==> config.mk <==
export PLATFORM = sky130hd
export DESIGN_NAME = irrigation_scheduler_flat
export DESIGN_NICKNAME = d
export VERILOG_FILES = /design/src/rtl/irrigation_pkg.sv /design/src/rtl/irrigation_scheduler_if.sv /design/src/rtl/irrigation_scheduler_humidity_debouncer.sv /design/src/rtl/irrigation_scheduler.sv /design/src/flat_wrapper.sv
export SDC_FILE = /design/constraint.sdc
export NUM_CORES = 1
export LEC_CHECK = 0
export CORE_ASPECT_RATIO = 0.75
export CORE_MARGIN = 3
export CORE_UTILIZATION = 35
export CTS_CLUSTER_DIAMETER = 200
export DETAILED_ROUTE_END_ITERATION = 8
export DONT_BUFFER_PORTS = 1
export GPL_TIMING_DRIVEN = 0
export SYNTH_ARGS = -nofsm -noshare
export SYNTH_HDL_FRONTEND = slang
export SYNTH_HIERARCHICAL = 1
export SYNTH_SLANG_ARGS = --single-unit
==> constraint.sdc <==
create_clock -name clk -period 2 [get_ports clk]
set_input_delay 0.2 -clock clk [delete_from_list [all_inputs] [get_ports clk]]
set_output_delay 0.2 -clock clk [all_outputs]
set_load 0.05 [all_outputs]
==> src/rtl/irrigation_pkg.sv <==
// Shared types and constants for the two-area irrigation scheduler.
package irrigation_pkg;

   typedef enum logic [1:0] {
      IDLE,
      PRIME,
      WATER,
      COOLDOWN
   } irr_state_t;

   // Segment patterns ordered {a,b,c,d,e,f,g}, active-high
   localparam logic [6:0] SEG_BLANK = 7'b0000000;
   localparam logic [6:0] SEG_0     = 7'b1111110;
   localparam logic [6:0] SEG_1     = 7'b0110000;
   localparam logic [6:0] SEG_2     = 7'b1101101;

   function automatic int max3(input int x, input int y, input int z);
      int m;
      m = (x > y) ? x : y;
      return (m > z) ? m : z;
   endfunction

endpackage

==> src/rtl/irrigation_scheduler_if.sv <==
// Sensor/command inputs and actuator/display outputs of the scheduler.
interface irrigation_scheduler_if;
   logic [1:0] U;
   logic       clr_fault;
   logic [1:0] valve;
   logic       pump;
   logic       busy;
   logic [1:0] fault;
   logic       a, b, c, d, e, f, g;

   // Controller side
   modport slave (
      input  U, clr_fault,
      output valve, pump, busy, fault, a, b, c, d, e, f, g
   );

   // Environment side
   modport master (
      output U, clr_fault,
      input  valve, pump, busy, fault, a, b, c, d, e, f, g
   );
endinterface

==> src/rtl/irrigation_scheduler_humidity_debouncer.sv <==
// Accepts a raw sensor change only after DEB_CYCLES consecutive differing samples.
module humidity_debouncer #(
   parameter int DEB_CYCLES = 4
) (
   input  logic clk,
   input  logic reset,
   input  logic raw,
   output logic clean
);

   localparam int W = $clog2(DEB_CYCLES) + 1;

   logic [W-1:0] cnt_q, cnt_d;
   logic         clean_q, clean_d;

   // Count run length of disagreement; commit at the terminal count
   always_comb begin
      clean_d = clean_q;
      cnt_d   = '0;
      if (raw != clean_q) begin
         if (cnt_q == W'(DEB_CYCLES - 1)) begin
            clean_d = raw;
         end else begin
            cnt_d = cnt_q + W'(1);
         end
      end
   end

   // Debounce state registers
   always_ff @(posedge clk) begin
      if (reset) begin
         cnt_q   <= '0;
         clean_q <= 1'b0;
      end else begin
         cnt_q   <= cnt_d;
         clean_q <= clean_d;
      end
   end

   assign clean = clean_q;

endmodule

==> src/rtl/irrigation_scheduler.sv <==
// Two-area irrigation scheduler: debounced demand, round-robin pump grant,
// prime/water/cooldown sequencing, timeout fault and humidity display.
module irrigation_scheduler
   import irrigation_pkg::*;
#(
   parameter int DEB_CYCLES   = 4,
   parameter int PRIME_CYCLES = 2,
   parameter int MAX_ON       = 16,
   parameter int GAP_CYCLES   = 3
) (
   input  logic                    clk,
   input  logic                    reset,
   irrigation_scheduler_if.slave   bus
);

   localparam int CNT_MAX = max3(PRIME_CYCLES, MAX_ON, GAP_CYCLES);
   localparam int CNT_W   = (CNT_MAX > 1) ? $clog2(CNT_MAX) : 1;

   localparam logic [CNT_W-1:0] PRIME_LAST = CNT_W'(PRIME_CYCLES - 1);
   localparam logic [CNT_W-1:0] ON_LAST    = CNT_W'(MAX_ON - 1);
   localparam logic [CNT_W-1:0] GAP_LAST   = CNT_W'(GAP_CYCLES - 1);

   logic [1:0]       dem;
   logic [1:0]       elig;
   irr_state_t       state_q, state_d;
   logic [CNT_W-1:0] cnt_q, cnt_d;
   logic             cur_q, cur_d;
   logic             last_q, last_d;
   logic [1:0]       valve_q, valve_d;
   logic             pump_q, pump_d;
   logic [1:0]       fault_q, fault_d;
   logic [1:0]       fault_set;
   logic [1:0]       fault_clr;
   logic [6:0]       seg;

   for (genvar i = 0; i < 2; i++) begin : g_deb
      humidity_debouncer #(.DEB_CYCLES(DEB_CYCLES)) u_deb (
         .clk   (clk),
         .reset (reset),
         .raw   (bus.U[i]),
         .clean (dem[i])
      );
   end

   assign elig = dem & ~fault_q;

   // Next-state, actuator and fault-set decisions
   always_comb begin
      state_d   = state_q;
      cnt_d     = cnt_q + CNT_W'(1);
      cur_d     = cur_q;
      last_d    = last_q;
      valve_d   = valve_q;
      pump_d    = pump_q;
      fault_set = '0;

      case (state_q)
         IDLE: begin
            cnt_d   = '0;
            valve_d = '0;
            pump_d  = 1'b0;
            if (elig != 2'b00) begin
               cur_d   = (elig == 2'b11) ? ~last_q : elig[1];
               state_d = PRIME;
               valve_d = cur_d ? 2'b10 : 2'b01;
            end
         end
         PRIME: begin
            pump_d = 1'b0;
            if (cnt_q == PRIME_LAST) begin
               state_d = WATER;
               cnt_d   = '0;
               pump_d  = 1'b1;
            end
         end
         WATER: begin
            // Demand drop is checked first so a coincident timeout sets no fault
            if (!dem[cur_q] || (cnt_q == ON_LAST)) begin
               if (dem[cur_q]) begin
                  fault_set[cur_q] = 1'b1;
               end
               state_d = COOLDOWN;
               cnt_d   = '0;
               valve_d = '0;
               pump_d  = 1'b0;
               last_d  = cur_q;
            end
         end
         COOLDOWN: begin
            valve_d = '0;
            pump_d  = 1'b0;
            if (cnt_q == GAP_LAST) begin
               state_d = IDLE;
               cnt_d   = '0;
            end
         end
         default: begin
            state_d = IDLE;
            cnt_d   = '0;
            valve_d = '0;
            pump_d  = 1'b0;
         end
      endcase

      // A set on a bit beats any clear of that same bit
      fault_clr = {2{bus.clr_fault}} | ~dem;
      fault_d   = fault_set | (fault_q & ~fault_clr);
   end

   // Controller registers
   always_ff @(posedge clk) begin
      if (reset) begin
         state_q <= IDLE;
         cnt_q   <= '0;
         cur_q   <= 1'b0;
         last_q  <= 1'b1;
         valve_q <= '0;
         pump_q  <= 1'b0;
         fault_q <= '0;
      end else begin
         state_q <= state_d;
         cnt_q   <= cnt_d;
         cur_q   <= cur_d;
         last_q  <= last_d;
         valve_q <= valve_d;
         pump_q  <= pump_d;
         fault_q <= fault_d;
      end
   end

   // Humidity indicator decoded from registered demand
   always_comb begin
      case (dem)
         2'b01:   seg = SEG_0;
         2'b10:   seg = SEG_1;
         2'b11:   seg = SEG_2;
         default: seg = SEG_BLANK;
      endcase
   end

   assign bus.valve = valve_q;
   assign bus.pump  = pump_q;
   assign bus.busy  = (state_q != IDLE);
   assign bus.fault = fault_q;
   assign {bus.a, bus.b, bus.c, bus.d, bus.e, bus.f, bus.g} = seg;

endmodule
==> src/flat_wrapper.sv <==
// flat-port wrapper written by rule: the top's interface ports become plain ports
module irrigation_scheduler_flat import irrigation_pkg::*;
#(
   parameter int DEB_CYCLES   = 4,
   parameter int PRIME_CYCLES = 2,
   parameter int MAX_ON       = 16,
   parameter int GAP_CYCLES   = 3
)
  (clk, reset, bus_U, bus_clr_fault, bus_valve, bus_pump, bus_busy, bus_fault, bus_a, bus_b, bus_c, bus_d, bus_e, bus_f, bus_g);
  irrigation_scheduler_if bus_i ();
  input  logic clk;
  input  logic reset;
  input wire logic [$bits(bus_i.U)-1:0] bus_U;
  input wire logic [$bits(bus_i.clr_fault)-1:0] bus_clr_fault;
  output wire logic [$bits(bus_i.valve)-1:0] bus_valve;
  output wire logic [$bits(bus_i.pump)-1:0] bus_pump;
  output wire logic [$bits(bus_i.busy)-1:0] bus_busy;
  output wire logic [$bits(bus_i.fault)-1:0] bus_fault;
  output wire logic [$bits(bus_i.a)-1:0] bus_a;
  output wire logic [$bits(bus_i.b)-1:0] bus_b;
  output wire logic [$bits(bus_i.c)-1:0] bus_c;
  output wire logic [$bits(bus_i.d)-1:0] bus_d;
  output wire logic [$bits(bus_i.e)-1:0] bus_e;
  output wire logic [$bits(bus_i.f)-1:0] bus_f;
  output wire logic [$bits(bus_i.g)-1:0] bus_g;
  assign bus_i.U = bus_U;
  assign bus_i.clr_fault = bus_clr_fault;
  assign bus_valve = bus_i.valve;
  assign bus_pump = bus_i.pump;
  assign bus_busy = bus_i.busy;
  assign bus_fault = bus_i.fault;
  assign bus_a = bus_i.a;
  assign bus_b = bus_i.b;
  assign bus_c = bus_i.c;
  assign bus_d = bus_i.d;
  assign bus_e = bus_i.e;
  assign bus_f = bus_i.f;
  assign bus_g = bus_i.g;
  irrigation_scheduler #(.DEB_CYCLES(DEB_CYCLES), .PRIME_CYCLES(PRIME_CYCLES), .MAX_ON(MAX_ON), .GAP_CYCLES(GAP_CYCLES)) u_core (.clk(clk), .reset(reset), .bus(bus_i));
endmodule
==> metrics.md <==
| Metric | Value |
|---|---|
| Clock root cell | clkbuf_8 |
| Diode count | 0 |
| Post-Synth Adder-Cell Area | 17.0% |
| GRT overflow | 0 |
| Post-Layout Cell Count | 161 |
| Post-Synth XOR/XNOR Area | 3.17% |
| Vias | 845 |
| H-tree Lvls | 1 |
| Post-detail-place hpwl | 1660 um |
| Worst skew pair latency | 0.25 ns |
| Post-layout nets | 144 |
| Synth warn | 6 |
| Post-synthesis compound-gate area fraction | 12.6% |
| Die ar. | 0.00388 mm2 |
| Share of cells above drive strength 1 | 10.6% |
| Max clock buf depth | 2 |
| TritonCTS buffer count | 3 |
| Setup crit end kind | output pin |
| Reg2reg start | u_core/cnt_q[0] |
| CP Buf/Inv Count | 2 |
| Top delay family on crit path | buffers and inverters |
| Endpoints failing setup | 0 |
| Crit path DAT | 1.71 ns |
| WL per Instance | 13.5 um |
| FP Rows | 17 |
| Initial antenna violation count | 0 |
| Leakage power figure | 0.478 nW |
| Unique masters post-synth | 30 |
| Tmin final | 1.91 ns |
| Mean Syn Cell Area | 9.37 um2 |
| Worst path max stage delay | 0.38 ns |
| First-pass GRT wire length | 3530 um |
| Clock slew at reported path FFs | 0.07 ns |
| Highest clock rate | 524 MHz |
| Area fraction of the dominant cell type after synthesis | 38.0% |
| Post-route DRC | 0 |
| Rel. slew slack | 58.8% |
| Setup Fix Bufs, Post-CTS | 0 |
| Mapped Cells | 118 |
| Routed Antenna Nets | 0 |
| 1st-pass router iterations | 5 |
| Worst Tran Pin Value | 0.617 ns |
| Initial DRC count | 26 |
| Async SR Flop Fraction | 0% |
| VDD IR-drop max | 0.459 mV |
| Initial Utilization | 37.1% |
| Mux cell area share after synthesis | 4.52% |
| Die X | 70.9 um |
| Final Instance Area | 0.00123 mm2 |
| Clock Skew | 0.00147 ns |
| Max-cap viol count | 0 |
| Final Hold Viols | 0 |
| P&R area growth vs syn | 11.2% |
| Via density | 5.25 |
| Yosys top cell by area | dfxtp_1 |
| CP cell instances | inv_1 -> ha_4 -> nor2_1 -> nor2_4 -> buf_4 |
| GRT Util Overall | 11.6% |
| Outcome | finished clean |
| Clk sinks | 21 |
| CTS tree | yes |
| Cell area after synthesis | 0.00111 mm2 |
| Wl on met1 | 1010 um |
| Hold Startpoint | reset |
| Area after DPL | 0.00116 mm2 |
| Total power | 0.802 mW |
| Top post-synthesis cells by count | 21 x dfxtp_1, 15 x ha_1, 15 x inv_1 |
| CP Data Required Time | 1.80 ns |
| Area contributors post-synth | dfxtp_1 38%, ha_1 17%, inv_1 5.1% |
| Met2 WL | 953 um |
| Dominant synthesized flop cell | dfxtp_1 |
| Io pins | 18 |
| Maximum fanout along the worst path | 7 |
| RSZ-0062 raised after global routing | false |
| Slew Viols, Final | 0 |
| Power density cells | 652 mW/mm2 |
| Post-synthesis simple-gate area fraction | 18.0% |
| Worst setup SP type | register |
| Core Area | 0.00298 mm2 |
| Die height | 54.7 um |
| Syn Nets | 138 |
| Placed cell count | 156 |
| EDFF count, synth | 0 |
| Most common cell in the netlist | dfxtp_1 |
| Vias in the first global route | 773 |
| FILL cells | 299 |
| Yosys reg bits | 21 |
| Final WL | 2180 um |
| Setup crit start | u_core/g_deb[1].u_deb/clean |
| Period utilization | 95.4% |
| Port Buffers | 0 |
| Top Layer Used | met4 |
| Setup CP Type | register to output pin |
| Min-delay worst type | input port to register |
| Final GP Congestion | 0.723 |
| Largest net degree at the start of global routing | 12 |
| Worst path slowest cell | dfxtp_1 |
| Largest family of logic cells by synthesized area | simple AND/OR/NAND/NOR gates |
| Met3 Routed Length | 202 um |
| Seq/Total Area, Yosys | 38.0% |
-- through the flow --
| stage | setup slack [ns] | util, % | hold WS (ns) | TNS, ns |
|---|---|---|---|---|
| after floorplan | 0.132 | - | 0.272 | 0 |
| after global placement | -0.00778 | 39.0 | 0.274 | -0.0155 |
| after detailed placement | -0.0272 | 39.0 | 0.277 | -0.0541 |
| after CTS | 0.0760 | 41.0 | 0.00118 | 0 |
| after global routing | 0.00223 | 41.3 | 0.00464 | 0 |
| final | 0.0917 | 41.3 | 0.0146 | 0 |
-- kinds of logic after synthesis --
family,after synthesis
and+or+nand+nor,36
muxes,5
buffers and inverters,18
DFF,21
adders and majority gates,15
xor gates and xnor gates,4
AOI/OAI and AO/OA,19
-- where the power goes --
part | total, mW | internal, mW | leakage [nW] | switching (mW)
Combinational | 0.0960 | 0.0320 | 0.285 | 0.0640
Clock | 0.269 | 0.142 | 0.0228 | 0.127
Sequential | 0.437 | 0.429 | 0.170 | 0.00873
-- worst register-to-register path: cells and delay by family (launching register included) --
family / cells / cell delay (ns)
AOI/OAI and AO/OA: 1 / 0.23
adders and majority gates: 1 / 0.24
DFF: 1 / 0.35
muxes: 1 / 0.18
and+or+nand+nor: 2 / 0.65
-- worst paths after layout --
check,endpoint,slack [ns],cells past startpoint
setup / recovery,bus_d,0.09,5
hold / removal,u_core/g_deb[0].u_deb/cnt_q[2],0.01,1
setup reg to reg,u_core/state_q[1],0.29,5
hold reg to reg,u_core/g_deb[0].u_deb/cnt_q[0],0.44,1
-- timing repair --
| action | 4_1_cts | 5_1_grt |
|---|---|---|
| hold buffers | 0 | 1 |
| endpoints found under the setup margin | 3 | 0 |
| resized for setup | 3 | 0 |
| endpoints found under the hold margin | 0 | 5 |
-- final cells by class --
type,instances,area [um2],area share (%)
Buffer,3,18.8,1.53
Tap cell,38,47.5,3.87
Sequential cell,21,422,34.3
Multi-Input combinational cell,79,631,51.3
Clock buffer,4,45.0,3.66
Inverter,15,56.3,4.58
Timing Repair Buffer,1,10.0,0.814
-- cell usage in the layout (no fill, tap or decap), types with 2 or more instances in the layout --
cell type,synthesis,final
nand3_1,2,2
inv_1,15,15
o21ai_1,3,3
xnor2_1,3,3
nand2b_1,2,2
a21oi_1,5,5
ha_1,15,14
nor4b_2,2,2
clkbuf_8,0,3
buf_4,2,2
nor2_1,12,11
a32oi_1,2,2
nor3_1,3,3
mux2i_1,5,5
nand2_1,7,7
dfxtp_1,21,20
clkbuf_1,1,2
nor4_1,4,4
o211ai_1,2,2
-- layer usage --
metal / vias up / track usage (%)
met5: - / 0
met4: 0 / 1.88
met3: 2 / 4.22
met2: 32 / 19.7
met1: 391 / 14.6
li1: 420 / -
-- sequential cells by signal (all words and copies together) (netlist names), 2 cells and up --
signal	cells
u_core/state_q	2
u_core/bus.valve	2
u_core/g_deb.u_deb/clean	2
u_core/bus.fault	2
u_core/cnt_q	4
u_core/g_deb.u_deb/cnt_q	6
(Power assumes the default switching activity.)
